[config.mk]
export PLATFORM = sky130hd
export DESIGN_NAME = midi_tx_arbiter_flat
export DESIGN_NICKNAME = d
export VERILOG_FILES = /design/src/rtl/midi_tx_arbiter_if.sv /design/src/rtl/midi_tx_arbiter.sv /design/src/flat_wrapper.sv
export SDC_FILE = /design/constraint.sdc
export NUM_CORES = 1
export LEC_CHECK = 0
export CAP_MARGIN = 5
export CORE_ASPECT_RATIO = 0.75
export CORE_MARGIN = 10
export CORE_UTILIZATION = 49
export CTS_CLUSTER_DIAMETER = 80
export DETAILED_ROUTE_END_ITERATION = 10
export GPL_ROUTABILITY_DRIVEN = 0
export HOLD_SLACK_MARGIN = 0.05
export PLACE_DENSITY = 0.77
export REMOVE_ABC_BUFFERS = 1
export SLEW_MARGIN = 40
export SYNTH_ARGS = -nofsm -noshare
export SYNTH_HDL_FRONTEND = slang
export SYNTH_SLANG_ARGS = --single-unit
[constraint.sdc]
create_clock -name reg_clk -period 3.65 [get_ports reg_clk]
set_input_delay 0.5475 -clock reg_clk [delete_from_list [all_inputs] [get_ports reg_clk]]
set_output_delay 0.5475 -clock reg_clk [all_outputs]
set_load 0.05 [all_outputs]
[src/rtl/midi_tx_arbiter_if.sv]
// Request/UART bus for midi_tx_arbiter.
// slave  : the arbiter side (consumes requests, drives the UART strobe/data).
// master : the requester/UART side.
interface midi_tx_arbiter_if #(
  parameter int unsigned NREQ = 3
);
  logic [NREQ-1:0]    req_valid;
  logic [NREQ*24-1:0] req_msg;
  logic [NREQ*2-1:0]  req_len;
  logic [NREQ-1:0]    req_ack;
  logic               midi_send_byte;
  logic [7:0]         midi_out_data;
  logic               midi_out_ready;

  modport master (
    output req_valid, req_msg, req_len, midi_out_ready,
    input  req_ack, midi_send_byte, midi_out_data
  );

  modport slave (
    input  req_valid, req_msg, req_len, midi_out_ready,
    output req_ack, midi_send_byte, midi_out_data
  );
endinterface

[src/rtl/midi_tx_arbiter.sv]
// Round-robin arbiter that serialises up to 3-byte MIDI messages from NREQ
// requesters onto a byte-strobe UART, with a per-phase handshake timeout.
// Optional feature: define RUNNING_STATUS_EN to omit a repeated channel
// status byte (0x80-0xEF) when it equals the last transmitted status.
module midi_tx_arbiter #(
  parameter int unsigned NREQ      = 3,
  parameter int unsigned TO_CYCLES = 4095
) (
  input  logic               reg_clk,
  input  logic               reset_reg_N,
  midi_tx_arbiter_if.slave   bus,
  input  logic               clr_err,
  output logic               busy,
  output logic [1:0]         grant_id,
  output logic               tx_timeout
);

  localparam int unsigned CW = $clog2(TO_CYCLES + 1);

  typedef enum logic [2:0] {
    IDLE, ARB, SEND, WAIT_LOW, WAIT_HIGH, DONE
  } state_t;

  state_t          state_q, state_d;
  logic [1:0]      rdy_sync_q, rdy_sync_d;
  logic            rdy_s;
  logic [23:0]     msg_q, msg_d;
  logic [1:0]      len_q, len_d;
  logic [1:0]      idx_q, idx_d;
  logic [1:0]      grant_q, grant_d;
  logic [1:0]      rr_q, rr_d;
  logic [CW-1:0]   cnt_q, cnt_d;
  logic            send_q, send_d;
  logic [7:0]      data_q, data_d;
  logic            to_q, to_d;
`ifdef RUNNING_STATUS_EN
  logic [7:0]      rs_q, rs_d;
`endif

  logic            found;
  logic [1:0]      sel;
  logic [23:0]     sel_msg;
  logic [1:0]      sel_len;
  logic            skip_st;
  logic [1:0]      nidx;
  logic            timeout_hit;
  logic [NREQ-1:0] ack_vec;

  // Two-flop synchroniser for the UART idle flag (idle after reset).
  always_comb rdy_sync_d = {rdy_sync_q[0], bus.midi_out_ready};
  assign rdy_s = rdy_sync_q[1];

  // Round-robin search starting at the pointer, wrapping modulo NREQ.
  always_comb begin
    found = 1'b0;
    sel   = '0;
    for (int unsigned i = 0; i < NREQ; i++) begin
      if (!found && bus.req_valid[(32'(rr_q) + i) % NREQ]) begin
        found = 1'b1;
        sel   = 2'((32'(rr_q) + i) % NREQ);
      end
    end
  end

  assign sel_msg = bus.req_msg[32'(sel)*24 +: 24];
  assign sel_len = bus.req_len[32'(sel)*2 +: 2];
  assign nidx    = idx_q + 2'd1;

  // Running-status match on the candidate message's status byte.
  always_comb begin
`ifdef RUNNING_STATUS_EN
    skip_st = (sel_msg[7:0] >= 8'h80) && (sel_msg[7:0] <= 8'hEF) &&
              (sel_msg[7:0] == rs_q);
`else
    skip_st = 1'b0;
`endif
  end

  // Next-state and datapath updates for the message sequencer.
  always_comb begin
    state_d     = state_q;
    msg_d       = msg_q;
    len_d       = len_q;
    idx_d       = idx_q;
    grant_d     = grant_q;
    rr_d        = rr_q;
    cnt_d       = cnt_q;
    send_d      = 1'b0;
    data_d      = data_q;
    to_d        = to_q;
    timeout_hit = 1'b0;
`ifdef RUNNING_STATUS_EN
    rs_d        = rs_q;
`endif
    if (clr_err) to_d = 1'b0;

    case (state_q)
      IDLE: if (|bus.req_valid) state_d = ARB;
      ARB: begin
        if (!found) begin
          state_d = IDLE;
        end else begin
          msg_d   = sel_msg;
          len_d   = sel_len;
          grant_d = sel;
          rr_d    = 2'((32'(sel) + 32'd1) % NREQ);
          idx_d   = {1'b0, skip_st};
          // Zero length, or a skipped status with nothing after it.
          if ({1'b0, skip_st} >= sel_len) begin
            state_d = DONE;
          end else begin
            data_d  = sel_msg[{skip_st, 3'b000} +: 8];
            state_d = SEND;
          end
        end
      end
      SEND: begin
        if (rdy_s) begin
          send_d  = 1'b1;
          cnt_d   = '0;
          state_d = WAIT_LOW;
`ifdef RUNNING_STATUS_EN
          if (idx_q == 2'd0) begin
            if (msg_q[7:0] >= 8'h80 && msg_q[7:0] <= 8'hEF) rs_d = msg_q[7:0];
            else if (msg_q[7:0] >= 8'hF0 && msg_q[7:0] <= 8'hF7) rs_d = '0;
          end
`endif
        end
      end
      WAIT_LOW: begin
        if (!rdy_s) begin
          cnt_d   = '0;
          state_d = WAIT_HIGH;
        end else if (cnt_q == CW'(TO_CYCLES)) begin
          timeout_hit = 1'b1;
        end else begin
          cnt_d = cnt_q + 1'b1;
        end
      end
      WAIT_HIGH: begin
        if (rdy_s) begin
          if ({1'b0, idx_q} + 3'd1 < {1'b0, len_q}) begin
            idx_d   = nidx;
            data_d  = msg_q[{nidx, 3'b000} +: 8];
            state_d = SEND;
          end else begin
            state_d = DONE;
          end
        end else if (cnt_q == CW'(TO_CYCLES)) begin
          timeout_hit = 1'b1;
        end else begin
          cnt_d = cnt_q + 1'b1;
        end
      end
      DONE:    state_d = IDLE;
      default: state_d = IDLE;
    endcase

    // A timeout set wins over a same-cycle clr_err.
    if (timeout_hit) begin
      to_d    = 1'b1;
      state_d = DONE;
`ifdef RUNNING_STATUS_EN
      rs_d    = '0;
`endif
    end
  end

  // State and datapath registers with asynchronous active-low reset.
  always_ff @(posedge reg_clk or negedge reset_reg_N) begin
    if (!reset_reg_N) begin
      state_q    <= IDLE;
      rdy_sync_q <= '1;
      msg_q      <= '0;
      len_q      <= '0;
      idx_q      <= '0;
      grant_q    <= '0;
      rr_q       <= '0;
      cnt_q      <= '0;
      send_q     <= 1'b0;
      data_q     <= '0;
      to_q       <= 1'b0;
`ifdef RUNNING_STATUS_EN
      rs_q       <= '0;
`endif
    end else begin
      state_q    <= state_d;
      rdy_sync_q <= rdy_sync_d;
      msg_q      <= msg_d;
      len_q      <= len_d;
      idx_q      <= idx_d;
      grant_q    <= grant_d;
      rr_q       <= rr_d;
      cnt_q      <= cnt_d;
      send_q     <= send_d;
      data_q     <= data_d;
      to_q       <= to_d;
`ifdef RUNNING_STATUS_EN
      rs_q       <= rs_d;
`endif
    end
  end

  // One-hot acknowledge for the granted requester while in DONE.
  always_comb begin
    ack_vec = '0;
    if (state_q == DONE) ack_vec[grant_q] = 1'b1;
  end

  assign bus.req_ack        = ack_vec;
  assign bus.midi_send_byte = send_q;
  assign bus.midi_out_data  = data_q;
  assign busy               = (state_q != IDLE);
  assign grant_id           = grant_q;
  assign tx_timeout         = to_q;

endmodule

[src/flat_wrapper.sv]
// flat-port wrapper written by rule: the top's interface ports become plain ports
module midi_tx_arbiter_flat 
#(
  parameter int unsigned NREQ      = 3,
  parameter int unsigned TO_CYCLES = 4095
)
  (reg_clk, reset_reg_N, clr_err, busy, grant_id, tx_timeout, bus_req_valid, bus_req_msg, bus_req_len, bus_midi_out_ready, bus_req_ack, bus_midi_send_byte, bus_midi_out_data);
  midi_tx_arbiter_if #(.NREQ(NREQ)) bus_i ();
  input  logic reg_clk;
  input  logic reset_reg_N;
  input  logic clr_err;
  output logic busy;
  output logic [1:0] grant_id;
  output logic tx_timeout;
  input wire logic [$bits(bus_i.req_valid)-1:0] bus_req_valid;
  input wire logic [$bits(bus_i.req_msg)-1:0] bus_req_msg;
  input wire logic [$bits(bus_i.req_len)-1:0] bus_req_len;
  input wire logic [$bits(bus_i.midi_out_ready)-1:0] bus_midi_out_ready;
  output wire logic [$bits(bus_i.req_ack)-1:0] bus_req_ack;
  output wire logic [$bits(bus_i.midi_send_byte)-1:0] bus_midi_send_byte;
  output wire logic [$bits(bus_i.midi_out_data)-1:0] bus_midi_out_data;
  assign bus_i.req_valid = bus_req_valid;
  assign bus_i.req_msg = bus_req_msg;
  assign bus_i.req_len = bus_req_len;
  assign bus_i.midi_out_ready = bus_midi_out_ready;
  assign bus_req_ack = bus_i.req_ack;
  assign bus_midi_send_byte = bus_i.midi_send_byte;
  assign bus_midi_out_data = bus_i.midi_out_data;
  midi_tx_arbiter #(.NREQ(NREQ), .TO_CYCLES(TO_CYCLES)) u_core (.reg_clk(reg_clk), .reset_reg_N(reset_reg_N), .bus(bus_i), .clr_err(clr_err), .busy(busy), .grant_id(grant_id), .tx_timeout(tx_timeout));
endmodule
==> metrics.md <==
| Metric | Value |
|---|---|
| Warnings from Yosys | 0 |
| Sw Ratio | 0.460 |
| Worst-Margin Slew | ~730 ps |
| Maximum vdd ir drop | just over 0.4 mV |
| Layout cells sized above 1 | 0.0913 |
| Ports | just over 100 |
| Clock buffer depth | 2 |
| Final #Nets | 613 |
| Total Power | slightly above 4 mW |
| Yosys top cell by area | dfrtp_1 |
| Port bufs | 100 |
| Largest net degree at the start of global routing | 42 |
| DP Worst Slack | roughly 250 ps |
| Flop pwr share | 0.279 |
| Internal Power | around 2.2 mW |
| Sequential area share after synthesis | 0.398 |
| PD cells | slightly above 800 nW/um^2 |
| Critical path endpoint category | register |
| Htree depth | 3 |
| Max Clk Rate | slightly above 300 MHz |
| Clk pin slew, worst setup/hold paths | 70 ps |
| Leakage | 2.21 nW |
| WL final | ~10 mm |
| DP Cell Count | around 600 |
| Post-Syn Area | around 3700 um^2 |
| Number of remaining DRC errors | 0 |
| Most common cell after layout, fill and taps aside | clkdlybuf4s50_1 |
| Antenna violations before repair | 0 |
| Main flop type after synthesis | dfrtp_1 |
| Number of flops mapped to enable cells by yosys | 0 |
| Antenna cell count | 0 |
| Max-cap violation count | 0 |
| Setup ws final | approximately 360 ps |
| Hold WC Path Type | primary input to async pin |
| Critical Path RT | 3880 ps |
| Vias in the first global route | about 3400 |
| Min cycle time layout | 3290 ps |
| Clock root buffer | clkbuf_8 |
| Routed Antenna Nets | 0 |
| Die width | roughly 120 um |
| Post-CTS Setup Inserts | 0 |
| Slew headroom | 0.511 |
| Die Y | approximately 95 um |
| Starting density of the core | 0.505 |
| Clk network pwr share | 0.123 |
| Top cells by area, synth | dfrtp_1 (38%), mux2i_1 (10%), nand2_1 (7.7%), o21ai_0 (7.0%), a21oi_1 (4.4%) |
| Via density | about 5.5 |
| Final count of negative-setup-slack endpoints | 0 |
| DP Wirelength | 8.15 mm |
| DRT iter0 DRCs | around 200 |
| Worst-path fanout max | 8 |
| Net switching power | roughly 1.9 mW |
| Total CTS buffers | 9 |
| Startpoint types | register |
| CTS resizes | 0 |
| Routed vias | between 3000 and 4000 |
| Area growth from synthesis to layout | 33.8% |
| Flops & latches, synth | 59 |
| Hold buffers post-CTS | 0 |
| Outcome | finished, final reports clean |
| Crit Path Class | register to register |
| Final hold vios | 0 |
| Worst clock skew | 6.53 ps |
| Post-Syn Area per Cell | roughly 8.7 um^2 |
| Pre-antenna DRT Iters | 4 |
| Drt wl/cell | 16.7 um |
| CTS tree | yes |
| Commonest cells after routing, fill and taps aside | clkdlybuf4s50_1 (99), nand2_1 (76), dfrtp_1 (57) |
| Core Rows | 27 |
| Number of distinct library cells after synthesis | roughly 50 |
| Gr ovfl total | 0 |
| Core ar. | ~7400 um^2 |
| FFs w/ async S/R, synth | 1.00 |
| Logic pwr share | 0.598 |
| Tcrit/Tclk final | 0.900 |
| Total GRT Usage | 0.185 |
| Arr. time, crit path | roughly 3500 ps |
| Final Max Tran Viols | 0 |
| Worst-Skew Late Latency | between 300 and 400 ps |
| Mapped Cells | approximately 430 |
| Die area | 11500 um^2 |
| RSZ-0062 raised after global routing | no |
| Yosys top cell area share | 0.384 |
| Fin cells | around 630 |
| First-pass GRT wire length | approximately 17 mm |
| CTS sink count | just under 60 |
## power groups by stage
stage	clock (mW)	combinational (mW)	sequential (mW)
after global routing	0.553	2.72	1.19
after CTS	0.518	2.48	1.15
after detailed placement	0	2.47	1.15
after floorplan	0	1.55	1.29
after global placement	0	2.39	1.14
final	0.505	2.47	1.15
## critical path: stages, from the launching register on
cell and delay [ps]:
dfrtp_1 400, inv_1 110, ha_1 360, mux2_4 360, mux2i_4 260, mux2i_4 350
mux2i_1 330, a211oi_1 170, a211oi_4 240, buf_4 210, mux2_2 360
## worst paths after layout
check | startpoint | endpoint | slack (ps) | depth (start not counted)
hold reg to reg | u_core.rdy_sync_q[0] | u_core.rdy_sync_q[1] | 360 | 0
setup reg to reg | u_core.rr_q[1] | u_core.bus.midi_out_data[5] | 360 | 10
min in group reg_clk | u_core.rdy_sync_q[0] | u_core.rdy_sync_q[1] | 360 | 0
setup / recovery | u_core.rr_q[1] | u_core.bus.midi_out_data[5] | 360 | 10
max in group asynchronous | reset_reg_N | u_core.bus.midi_out_data[6] | 2810 | 2
hold / removal | reset_reg_N | u_core.cnt_q[0] | 170 | 1
## Yosys cell counts (3+ instances only)
library cell  count
a211oi_1          3
a21o_1            6
a21oi_1          33
and2_1            7
buf_2             3
clkbuf_1         21
dfrtp_1          57
ha_1              6
inv_1            11
mux2_2           11
mux2i_1          37
nand2_1          76
nand2b_1          4
nand3_1           7
nand3b_1          4
nand4_1           3
nor2_1           29
nor2b_1           4
nor3b_1           5
o21ai_0          52
o22ai_1           3
or3_1             3
xor2_1            4
## metrics by stage
stage	util	area, um^2	hold slack (ps)	TNS [ps]
final	0.676	4970	170	0
after detailed placement	0.653	4810	347	0
after global routing	0.676	4970	198	0
after floorplan	-	3600	252	-567
after global placement	0.653	4810	347	0
after CTS	0.675	4970	181	0
## final cells by class
| cell class | instances | area [um^2] |
|---|---|---|
| Clock buffer | 11 | 131 |
| Clock inverter | 5 | 30.0 |
| Fill cell | 641 | 2390 |
| Inverter | 11 | 41.3 |
| Multi-Input combinational cell | 329 | 2090 |
| Sequential cell | 59 | 1480 |
| Tap cell | 101 | 126 |
| Timing Repair Buffer | 111 | 1080 |
## cells by family (layout without fill, tap and decap cells)
family                   Yosys count  after routing  synth area share
AND/OR/NAND/NOR                  151            151             0.185
AO/OA/AOI/OAI                    114            114             0.184
flip-flops                        59             59             0.398
multiplexers                      52             52             0.153
buffers and inverters             38            138            0.0424
adder cells (fa/ha/maj)            7              7            0.0256
XOR/XNOR                           5              5            0.0118
## flip-flops by register name, indices dropped and copies added (netlist names)
register                   cells
u_core.msg_q                  24
u_core.bus.midi_out_data       8
u_core.rdy_sync_q              2
u_core.idx_q                   2
u_core.state_q                 3
u_core.rr_q                    2
u_core.cnt_q                  12
u_core.len_q                   2
u_core.bus.midi_send_byte      1
u_core.tx_timeout              1
u_core.grant_id                2
## metal layers
metal  track usage  vias to the layer above  routed length [um]
met5             0                        -                   0
li1              -                     1679                   -
met1         0.228                     1616                4730
met4        0.0641                        0                 157
met2         0.294                      113                4890
met3        0.0691                       16                 703
Power figures use the tool's default switching activity.
